==> src/rtl/encrypt_seq_ctrl.sv <==
// encrypt_seq_ctrl: sequencer for the lift / polynomial multiplication /
// Add_in_Rq / pack_Rq0 datapath. It accepts one job per start/ready handshake,
// pulses ld_in to capture the operands, and holds en_lift and en_poly high for
// their cycle counts. It then waits for the add/pack path to settle, pulses
// ld_out to capture c2, and pulses done.
//
// Optional feature: define ENC_CTRL_PERF_EN to add the cycle_cnt port, which
// reports how many busy cycles the last completed job took.
//
// Ports:
//   clk        in   clock, all logic on posedge
//   rst        in   synchronous reset, active-high
//   start      in   job request, sampled only in IDLE
//   abort      in   cancel the current job (LOAD..CAPTURE)
//   ready      out  1 in IDLE only
//   busy       out  1 in any state other than IDLE
//   ld_in      out  1-cycle operand capture pulse
//   en_lift    out  lift enable
//   en_poly    out  polynomial multiplier enable
//   ld_out     out  1-cycle result capture pulse
//   done       out  1-cycle result-valid pulse
//   cycle_cnt  out  [15:0] busy cycles of last completed job (ENC_CTRL_PERF_EN only)
module encrypt_seq_ctrl #(
    parameter int unsigned POLY_CYCLES   = 701,
    parameter int unsigned LIFT_CYCLES   = 3,
    parameter int unsigned SETTLE_CYCLES = 2,
    parameter int unsigned CNT_W         = 10
) (
    input  logic        clk,
    input  logic        rst,
    input  logic        start,
    input  logic        abort,
    output logic        ready,
    output logic        busy,
    output logic        ld_in,
    output logic        en_lift,
    output logic        en_poly,
    output logic        ld_out,
    output logic        done
`ifdef ENC_CTRL_PERF_EN
    ,
    output logic [15:0] cycle_cnt
`endif
);

    localparam int unsigned RUN_CYCLES = (POLY_CYCLES > LIFT_CYCLES) ? POLY_CYCLES : LIFT_CYCLES;

    typedef enum logic [2:0] {
        S_IDLE,
        S_LOAD,
        S_RUN,
        S_SETTLE,
        S_CAPTURE,
        S_DONE
    } state_t;

    state_t           state, state_n;
    logic [CNT_W-1:0] cnt, cnt_n;
    logic [CNT_W-1:0] run_idx_n;
    logic             ld_in_n, en_lift_n, en_poly_n, ld_out_n, done_n;

    // Next-state and next-output logic; all outputs are registered from these.
    always_comb begin
        state_n   = state;
        cnt_n     = cnt;
        ld_in_n   = 1'b0;
        en_lift_n = 1'b0;
        en_poly_n = 1'b0;
        ld_out_n  = 1'b0;
        done_n    = 1'b0;
        // Zero-based index of the next RUN cycle; cnt counts remaining RUN cycles minus one.
        run_idx_n = CNT_W'(RUN_CYCLES) - cnt;

        case (state)
            S_IDLE: begin
                if (start) begin
                    state_n = S_LOAD;
                    ld_in_n = 1'b1;
                end
            end
            S_LOAD: begin
                if (abort) begin
                    state_n = S_IDLE;
                end else begin
                    state_n   = S_RUN;
                    cnt_n     = CNT_W'(RUN_CYCLES - 1);
                    en_poly_n = (POLY_CYCLES != 0);
                    en_lift_n = (LIFT_CYCLES != 0);
                end
            end
            S_RUN: begin
                if (abort) begin
                    state_n = S_IDLE;
                end else if (cnt == '0) begin
                    if (SETTLE_CYCLES != 0) begin
                        state_n = S_SETTLE;
                        cnt_n   = CNT_W'(SETTLE_CYCLES - 1);
                    end else begin
                        state_n  = S_CAPTURE;
                        ld_out_n = 1'b1;
                    end
                end else begin
                    cnt_n     = cnt - CNT_W'(1);
                    en_poly_n = (run_idx_n < CNT_W'(POLY_CYCLES));
                    en_lift_n = (run_idx_n < CNT_W'(LIFT_CYCLES));
                end
            end
            S_SETTLE: begin
                if (abort) begin
                    state_n = S_IDLE;
                end else if (cnt == '0) begin
                    state_n  = S_CAPTURE;
                    ld_out_n = 1'b1;
                end else begin
                    cnt_n = cnt - CNT_W'(1);
                end
            end
            S_CAPTURE: begin
                if (abort) begin
                    state_n = S_IDLE;
                end else begin
                    state_n = S_DONE;
                    done_n  = 1'b1;
                end
            end
            S_DONE: begin
                // abort is ignored here so that done always pulses.
                state_n = S_IDLE;
            end
            default: begin
                state_n = S_IDLE;
            end
        endcase
    end

    // State, counter and output registers.
    always_ff @(posedge clk) begin
        if (rst) begin
            state   <= S_IDLE;
            cnt     <= '0;
            ready   <= 1'b1;
            busy    <= 1'b0;
            ld_in   <= 1'b0;
            en_lift <= 1'b0;
            en_poly <= 1'b0;
            ld_out  <= 1'b0;
            done    <= 1'b0;
        end else begin
            state   <= state_n;
            cnt     <= cnt_n;
            ready   <= (state_n == S_IDLE);
            busy    <= (state_n != S_IDLE);
            ld_in   <= ld_in_n;
            en_lift <= en_lift_n;
            en_poly <= en_poly_n;
            ld_out  <= ld_out_n;
            done    <= done_n;
        end
    end

`ifdef ENC_CTRL_PERF_EN
    // job_cnt accumulates the running job; cycle_cnt publishes it only on
    // reaching DONE, so an aborted job leaves the last completed value intact.
    logic [15:0] job_cnt;

    always_ff @(posedge clk) begin
        if (rst) begin
            job_cnt   <= '0;
            cycle_cnt <= '0;
        end else begin
            if (state == S_IDLE && state_n == S_LOAD) begin
                job_cnt <= 16'd1;
            end else if (state_n != S_IDLE && job_cnt != 16'hFFFF) begin
                job_cnt <= job_cnt + 16'd1;
            end
            if (state_n == S_DONE) begin
                cycle_cnt <= (job_cnt == 16'hFFFF) ? job_cnt : job_cnt + 16'd1;
            end
        end
    end
`endif

endmodule

==> config.mk <==
export PLATFORM = sky130hd
export DESIGN_NAME = encrypt_seq_ctrl
export DESIGN_NICKNAME = d
export VERILOG_FILES = /design/src/rtl/encrypt_seq_ctrl.sv
export SDC_FILE = /design/constraint.sdc
export NUM_CORES = 1
export LEC_CHECK = 0
export CORE_ASPECT_RATIO = 1.2
export CORE_MARGIN = 1.5
export CORE_UTILIZATION = 39
export DETAILED_ROUTE_END_ITERATION = 8
export PLACE_DENSITY = 0.64
export RECOVER_POWER = 100
export SKIP_CTS_REPAIR_TIMING = 1
export SYNTH_ARGS = -nofsm -noshare
export SYNTH_HDL_FRONTEND = slang
export SYNTH_SLANG_ARGS = --single-unit
==> constraint.sdc <==
create_clock -name clk -period 4.55 [get_ports clk]
set_clock_uncertainty 0.2 [all_clocks]
set_input_delay 0.91 -clock clk [delete_from_list [all_inputs] [get_ports clk]]
set_output_delay 0.91 -clock clk [all_outputs]
set_load 0.05 [all_outputs]
==> results by group, run 1 <==
STA
  • Final hold slack: 0.340 ns
  • Final hold viol count: 0
  • RSZ-0062 raised after global routing: no
  • Final worst slack: 1.40 ns
  • Final setup TNS: 0 ns
  • Max Fclk: 317 MHz
  • Relative slew slack: 53.0%
  • Final slew viol count: 0
  • Final period util: 69.2%
  • Final-report setup violation count: 0
  • Actual slew at the worst max-slew pin: 0.697 ns
  • Final min period: 3.15 ns

Placed design
  • Pre-CTS WS: 1.53 ns
  • Placed insts: 202
  • Post-DP HPWL: 2.36 mm
  • Port Buffers: 10
  • GPL Wtd Cong: 0.884
  • Dpl cell area: 1410 sq um

Critical path
  • Required @ worst endpoint: 4.54 ns
  • Crit path DAT: 3.14 ns
  • R2r setup slk: 1.79 ns
  • Setup CP Type: in2reg
  • Nature of the critical path startpoint: input port
  • CP Capture Type: register
  • CP max stage cell: dlygate4sd3_1
  • Worst r2r src: cnt[1]
  • CP max FO: 9
  • Crit Reg-Reg Endpoint: cnt[2]
  • Cell count of the worst reg-to-reg path: 7
  • Crit path cell chain: dlygate4sd3_1 -> nor3_1 -> o21ai_0 -> or3_1 -> a21oi_1
  • Crit path largest cell delay: 0.65 ns

Die
  • Core Region: 3310 sq um
  • Die Span X: 56.3 um
  • Initial core utilization: 40.2%
  • DIE AREA: 3770 sq um
  • Boundary pin count: 11
  • Die Y: 67 um
  • Row cnt: 23

Global routing
  • First-pass GRT wire length: 5.00 mm
  • GR Overflow Total: 0
  • Initial antenna violation count: 0
  • Vias in the first global route: 1126
  • Total GRT Usage: 16.7%
  • Largest net degree at the start of global routing: 18

Hold path
  • Worst hold start: cnt[1]
  • Hold Path Stages: 2
  • Hold/Removal Path Class: reg2reg
  • Hold EP: cnt[1]

CTS
  • Clock Latency Late Sink: 0.26 ns
  • Worst-case clock buffer depth: 2
  • Root Driver: clkbuf_8
  • CTS buffer count: 3
  • Clock transition at path regs: 0.08 ns
  • # clock sinks: 20
  • TritonCTS clock tree: yes
  • Htree depth: 1

Finish
  • Area growth, synth to finish: 9.40%
  • Layout cell share with drive strength beyond 1: 4.14%
  • Fin cells: 206
  • Diodes inserted: 0
  • Total Nets Final: 181
  • Post-route cell area: 1460 sq um
  • Seq. cell area: 400 sq um
  • Fillers: 333
  • Core Util, Final: 44.0%
  • Multi-input logic area: 836 sq um

Power
  • Reg power frac: 45.7%
  • Post-layout power: 0.453 mW
  • Internal: 0.304 mW
  • Pwr dens: 311 nW/um^2
  • Lkg Pwr: 0.534 nW
  • Worst vdd ir: 0.260 mV
  • Switching power: 0.149 mW
  • Sw Share: 32.9%
  • Clk pwr share: 30.2%
  • Gate power share: 24.1%

Synth
  • Gate count after technology mapping: 167
  • Synthesized area: 1330 sq um
  • Post-synth top area share: 30.1%
  • Register area share after synthesis: 30.1%
  • Synth area leaders: dfxtp_1, ha_1, nand2_1
  • Post-synth cell types: 48
  • Share of synthesized registers carrying an async set or reset: 0%
  • Avg Cell Area, Syn: 7.97 sq um
  • Post-synth EDFFs: 0
  • Seq cells post-synth: 20
  • Syn Nets: 178
  • Commonest register cell after synthesis: dfxtp_1
  • YS warnings: 0
  • Largest area contributor in the netlist: dfxtp_1

Route
  • Post-route ant nets: 0
  • Routed vias: 1253
  • Drt wl/cell: 15.2 um
  • Vias per cell: 6.08
  • Remaining DRCs: 0
  • TritonRoute pass-1 iters: 4
  • Drt first-iter violations: 37
  • Drt total wl: 3.14 mm

Run
  • Maxcap violations: 0

Status
  • Status: complete, no violations
==> cell families (layout without fill, tap and decap cells) <==
group / after synthesis / in the layout / synth area share, %
and+or+nand+nor: 72 / 72 / 28.9
AOI/OAI and AO/OA: 43 / 43 / 22.7
DFF: 20 / 20 / 30.1
buffers and inverters: 17 / 19 / 6.48
xor gates and xnor gates: 8 / 8 / 5.26
adders and majority gates: 7 / 7 / 6.58
==> area by class of cell <==
| class | count | area share, % |
|---|---|---|
| timing repair buffer | 10 | 6.87 |
| tap | 37 | 3.18 |
| clock buffer | 4 | 3.78 |
| inverter | 5 | 1.29 |
| sequential | 20 | 27.5 |
| multi-input combinational | 130 | 57.4 |
==> worst max path at each step <==
stage / cells after the start / startpoint / endpoint
3_5_place_dp: 5 / abort / cnt[8]
2_1_floorplan: 5 / abort / cnt[8]
4_1_cts: 5 / abort / cnt[8]
6_report: 5 / abort / cnt[1]
3_3_place_gp: 5 / abort / cnt[8]
5_1_grt: 5 / abort / cnt[1]
==> synth_stat cells, types with 3 or more instances <==
cell type / n
o21ai_0: 6
nor2_1: 10
nand3_1: 9
clkbuf_1: 6
a21oi_1: 8
a31oi_1: 3
a21o_1: 3
o21a_1: 4
inv_1: 5
nand2_1: 19
nand2b_1: 4
a2111oi_0: 3
nor3_1: 9
dfxtp_1: 20
xnor2_1: 4
or4_1: 3
xor2_1: 4
ha_1: 7
==> critical path, delay by kind of cell <==
kind / cells / cell delay, ns
compound gates: 2 / 0.57
simple gates: 2 / 1.00
buf+inv: 1 / 0.65
==> registers in the layout, indices dropped and copies added, names as in the netlist <==
name / cells
state: 3
en_poly: 1
ld_in: 1
en_lift: 1
ready: 1
cnt: 10
ld_out: 1
done: 1
busy: 1
==> layer usage <==
metal  routed length [um]  track usage [%]  vias up
met4                   93             8.04        0
met2                 1540             30.6       34
met1                 1380             19.0      601
met5                    0                0        -
li1                     -                -      610
met3                  116             2.33        8
==> power groups by stage <==
| stage | sequential [mW] | combinational (mW) | clock, mW |
|---|---|---|---|
| after floorplan | 0.203 | 0.0928 | 0 |
| after global placement | 0.209 | 0.110 | 0 |
| after detailed placement | 0.211 | 0.110 | 0 |
| after CTS | 0.206 | 0.111 | 0.138 |
| after global routing | 0.209 | 0.120 | 0.145 |
| final | 0.207 | 0.109 | 0.137 |
==> placed cells by master (no fill, tap or decap), types with 3 or more instances in the layout <==
cell / Yosys / final
a2111oi_0: 3 / 3
a21o_1: 3 / 3
a21oi_1: 8 / 8
a31oi_1: 3 / 3
clkbuf_8: 0 / 4
dfxtp_1: 20 / 20
dlygate4sd3_1: 0 / 9
ha_1: 7 / 7
inv_1: 5 / 5
nand2_1: 19 / 19
nand2b_1: 4 / 4
nand3_1: 9 / 9
nor2_1: 10 / 10
nor3_1: 9 / 10
o21a_1: 4 / 4
o21ai_0: 6 / 7
or4_1: 3 / 3
xnor2_1: 4 / 4
xor2_1: 4 / 4
Power figures use the tool's default switching activity.
==> run 2: changes to the inputs <==
Clock period 4.55 ns to 3.1 ns, I/O delays scaled along.
==> run 2 against run 1 <==
Hold slack worse by 0.0012 ns. Combinational power grew 54%. Via count grew 0.72%. Utilization is 0.57 points higher. Global-route usage is 2.4 points higher.
==> results by group, run 2 (synthesis results as in run 1) <==
Status
  • Status: complete, no violations

CTS
  • CTS buffer count: 3
  • Worst-case clock buffer depth: 2
  • Htree depth: 1
  • Clock transition at path regs: 0.07 ns
  • # clock sinks: 20
  • TritonCTS clock tree: yes
  • Root Driver: clkbuf_8
  • Clock Latency Late Sink: 0.26 ns

STA
  • Final min period: 2.40 ns
  • Final hold viol count: 0
  • Actual slew at the worst max-slew pin: 0.558 ns
  • Max Fclk: 416 MHz
  • Final period util: 77.5%
  • Relative slew slack: 61.9%
  • Final worst slack: 0.698 ns
  • Final slew viol count: 0
  • RSZ-0062 raised after global routing: no
  • Final-report setup violation count: 0
  • Final setup TNS: 0 ns

Critical path
  • CP Capture Type: register
  • Nature of the critical path startpoint: input port
  • CP max FO: 9
  • Crit path cell chain: dlygate4sd3_1 -> nor3_1 -> o2111ai_1 -> or4_1 -> a21oi_1
  • Buffer and inverter count on the worst path: 1
  • Crit path DAT: 2.40 ns
  • CP max stage cell: dlygate4sd3_1
  • Crit path largest cell delay: 0.65 ns
  • Setup CP Type: in2reg
  • Required @ worst endpoint: 3.10 ns
  • Critical path's top delay family: simple AND/OR/NAND/NOR gates

Die
  • Core Region: 3310 sq um
  • Row cnt: 23
  • Initial core utilization: 40.2%
  • Die Y: 67 um
  • DIE AREA: 3770 sq um
  • Die Span X: 56.3 um
  • Boundary pin count: 11

Global routing
  • GR Overflow Total: 0
  • Largest net degree at the start of global routing: 14
  • Vias in the first global route: 1174
  • Initial antenna violation count: 0
  • Total GRT Usage: 19.1%
  • First-pass GRT wire length: 5.51 mm

Power
  • Lkg Pwr: 0.545 nW
  • Worst vdd ir: 0.303 mV
  • Pwr dens: 456 nW/um^2
  • Post-layout power: 0.672 mW

Route
  • Drt wl/cell: 15.9 um
  • Routed vias: 1262
  • Drt total wl: 3.32 mm
  • Drt first-iter violations: 60
  • Vias per cell: 6.07
  • Post-route ant nets: 0
  • Remaining DRCs: 0
  • TritonRoute pass-1 iters: 4

Finish
  • Max reg flops: 10
  • Area growth, synth to finish: 10.8%
  • Diodes inserted: 0
  • Commonest non-fill, non-tap cell in the layout: dfxtp_1
  • Total Nets Final: 183
  • Most frequent cells in the layout: dfxtp_1, nand2_1, nor2_1, nor3_1
  • Largest registers: cnt (10), state (3)
  • Biggest register: cnt
  • Layout cell share with drive strength beyond 1: 5.85%
  • Post-route cell area: 1480 sq um

Placed design
  • GPL Wtd Cong: 0.959
  • Post-DP HPWL: 2.47 mm
  • Pre-CTS WS: 0.609 ns
  • Dpl cell area: 1430 sq um
  • Port Buffers: 10

Hold path
  • Hold/Removal Path Class: reg2reg

Run
  • Maxcap violations: 0
==> run 2: cell count changes in the layout (fill, tap and decap cells not counted) <==
cell,previous run,this run
buf_4,0,2
o21ai_0,7,6
o21ai_2,0,1
==> run 2: area by class of cell <==
cell class,count,area [sq um]
Clock buffer,4,55.1
Fill cell,328,1830
Inverter,5,18.8
Timing Repair Buffer,12,115
Sequential cell,20,400
Tap cell,37,46.3
Multi-Input combinational cell,130,840
==> run 2: metrics by stage <==
stage               std cells  utilization, %  hold slack (ns)
floorplan                 167               -            0.281
global placement          204            43.1            0.311
detailed placement        204            43.1            0.326
CTS                       208            44.7            0.337
global route              208            44.6            0.373
finish                    208            44.6            0.339
==> run 2: power breakdown <==
group / total [mW] / switching, mW / internal [mW]
clock network: 0.200 / 0.0868 / 0.113
logic: 0.168 / 0.104 / 0.0642
registers: 0.304 / 0.0326 / 0.272
==> run 2: worst min-delay path, stage by stage, from the launching register on <==
cell     delay [ns]
dfxtp_1        0.36
nand2_1        0.08
a21oi_1        0.06
==> run 2: final timing paths <==
path | slack, ns | depth (start not counted) | endpoint | startpoint
worst min-delay path | 0.34 | 2 | cnt[1] | cnt[1]
worst max register to register | 0.72 | 7 | cnt[2] | cnt[1]
worst min register to register | 0.34 | 2 | cnt[1] | cnt[1]
worst max-delay path | 0.70 | 5 | cnt[8] | abort
==> run 2: metal layers <==
metal,wire [um],GRT usage (%),part of all wire [%]
met1,1410,22.3,43
met2,1650,32.2,50
met3,169,4.08,5.1
met4,83,11.3,2.5
met5,0,0,0
==> run 3: changes to the inputs <==
Settings changed: PLACE_DENSITY 0.64 to 0.67.
Clock period 3.1 ns to 2.1 ns, I/O delays scaled along.
==> run 3 against run 2 <==
Cell count up 13%. Die area unchanged. First-iteration DRC count down 1.7%. Utilization up 8.0 points. Non-clock buffer count up 27.
==> results by group, run 3 (synthesis results as in run 1) <==
Route
  • Drt wl/cell: 15.5 um
  • Remaining DRCs: 0
  • Drt total wl: 3.65 mm
  • Post-route ant nets: 0
  • Drt first-iter violations: 59
  • Routed vias: 1367
  • TritonRoute pass-1 iters: 4
  • Vias per cell: 5.82

STA
  • Final min period: 2.09 ns
  • Final-report setup violation count: 0
  • Final worst slack: 0.0147 ns
  • Actual slew at the worst max-slew pin: 0.498 ns
  • Final hold viol count: 0
  • RSZ-0062 raised after global routing: yes
  • Relative slew slack: 65.9%
  • Max Fclk: 480 MHz
  • Final period util: 99.3%
  • Final slew viol count: 0

Run
  • Maxcap violations: 0

Die
  • DIE AREA: 3770 sq um
  • Boundary pin count: 11
  • Core Region: 3310 sq um
  • Die Span X: 56.3 um
  • Die Y: 67 um
  • Row cnt: 23
  • Initial core utilization: 40.2%

Global routing
  • GR Overflow Total: 0
  • First-pass GRT wire length: 6.13 mm
  • Vias in the first global route: 1360
  • Largest net degree at the start of global routing: 12
  • Initial antenna violation count: 0
  • Total GRT Usage: 20.7%

Critical path
  • Nature of the critical path startpoint: register
  • CP max FO: 4
  • Required @ worst endpoint: 2.05 ns
  • CP Capture Type: register
  • Setup CP Type: reg2reg
  • Crit path DAT: 2.04 ns

Placed design
  • Pre-CTS WS: -0.0479 ns
  • Dpl cell area: 1630 sq um
  • GPL Wtd Cong: 0.955
  • Port Buffers: 10
  • Post-DP HPWL: 2.79 mm

Finish
  • Post-route cell area: 1740 sq um
  • Biggest register: cnt
  • Layout cell share with drive strength beyond 1: 25.3%
  • Fillers: 305
  • Total Nets Final: 210
  • Max reg flops: 10
  • Area growth, synth to finish: 30.7%
  • Commonest non-fill, non-tap cell in the layout: buf_4
  • Most frequent cells in the layout: buf_4, nand2_1, dfxtp_1, nor2_1, clkdlybuf4s50_1
  • Largest registers: cnt (10), state (3)
  • Diodes inserted: 0

CTS
  • Clock transition at path regs: 0.07 ns
  • Clock Latency Late Sink: 0.26 ns
  • Worst-case clock buffer depth: 2
  • # clock sinks: 20
  • CTS buffer count: 3
  • TritonCTS clock tree: yes
  • Htree depth: 1
  • Root Driver: clkbuf_8

Status
  • Status: complete, no violations

Power
  • Lkg Pwr: 0.669 nW
  • Post-layout power: 1.09 mW
  • Pwr dens: 625 nW/um^2
  • Worst vdd ir: 0.651 mV

Hold path
  • Hold/Removal Path Class: reg2reg
[run 3: changes by cell type in the layout (fill, tap and decap cells not counted), moves of 2 or more]
cell	delta
a21oi_1	-2
nor3b_1	-2
nor3_2	+2
buf_4	+26
clkdlybuf4s50_1	+8
nor3b_2	+2
nor3_1	-2
ha_1	-2
a21oi_2	+2
dlygate4sd3_1	-8
[run 3: worst max-delay path, cell delays in order (launching register included)]
cell	delay, ns
dfxtp_4	0.37
ha_4	0.17
or4b_1	0.47
or4_4	0.44
a21oi_2	0.14
o31ai_1	0.07
o311a_1	0.11
[run 3: final timing paths]
path	start	to	slack (ns)	cells after the start
worst max register to register	cnt[1]	en_poly	0.01	6
worst min-delay path	cnt[1]	cnt[1]	0.32	2
worst min register to register	cnt[1]	cnt[1]	0.32	2
worst max-delay path	cnt[1]	en_poly	0.01	6
[run 3: cell type report]
cell class / count / area, sq um / share of cell area [%]
timing repair buffer: 39 / 314 / 18.0
multi-input combinational: 130 / 902 / 51.8
tap: 37 / 46.3 / 2.66
clock buffer: 4 / 55.1 / 3.16
sequential: 20 / 404 / 23.2
inverter: 5 / 18.8 / 1.08
[run 3: through the flow]
stage               hold WS, ns  TNS [ns]  util, %  instances
floorplan                 0.281         0        -        167
global placement          0.295  -0.00666     49.3        231
detailed placement        0.306    -0.106     49.3        231
CTS                       0.318   -0.0159     50.9        235
global route              0.345    -0.112     52.6        235
finish                    0.316         0     52.6        235
[run 3: metal layers]
layer  vias to the layer above  GRT usage [%]  share of wire (%)
met4                         0           8.93                2.0
li1                        665              -                  -
met2                        48           40.3                 55
met5                         -              0                  0
met3                         9           2.14                3.7
met1                       645           22.6                 39
[run 3: power by group]
part	switching, mW	internal (mW)
logic	0.193	0.161
clock network	0.131	0.167
registers	0.0362	0.400
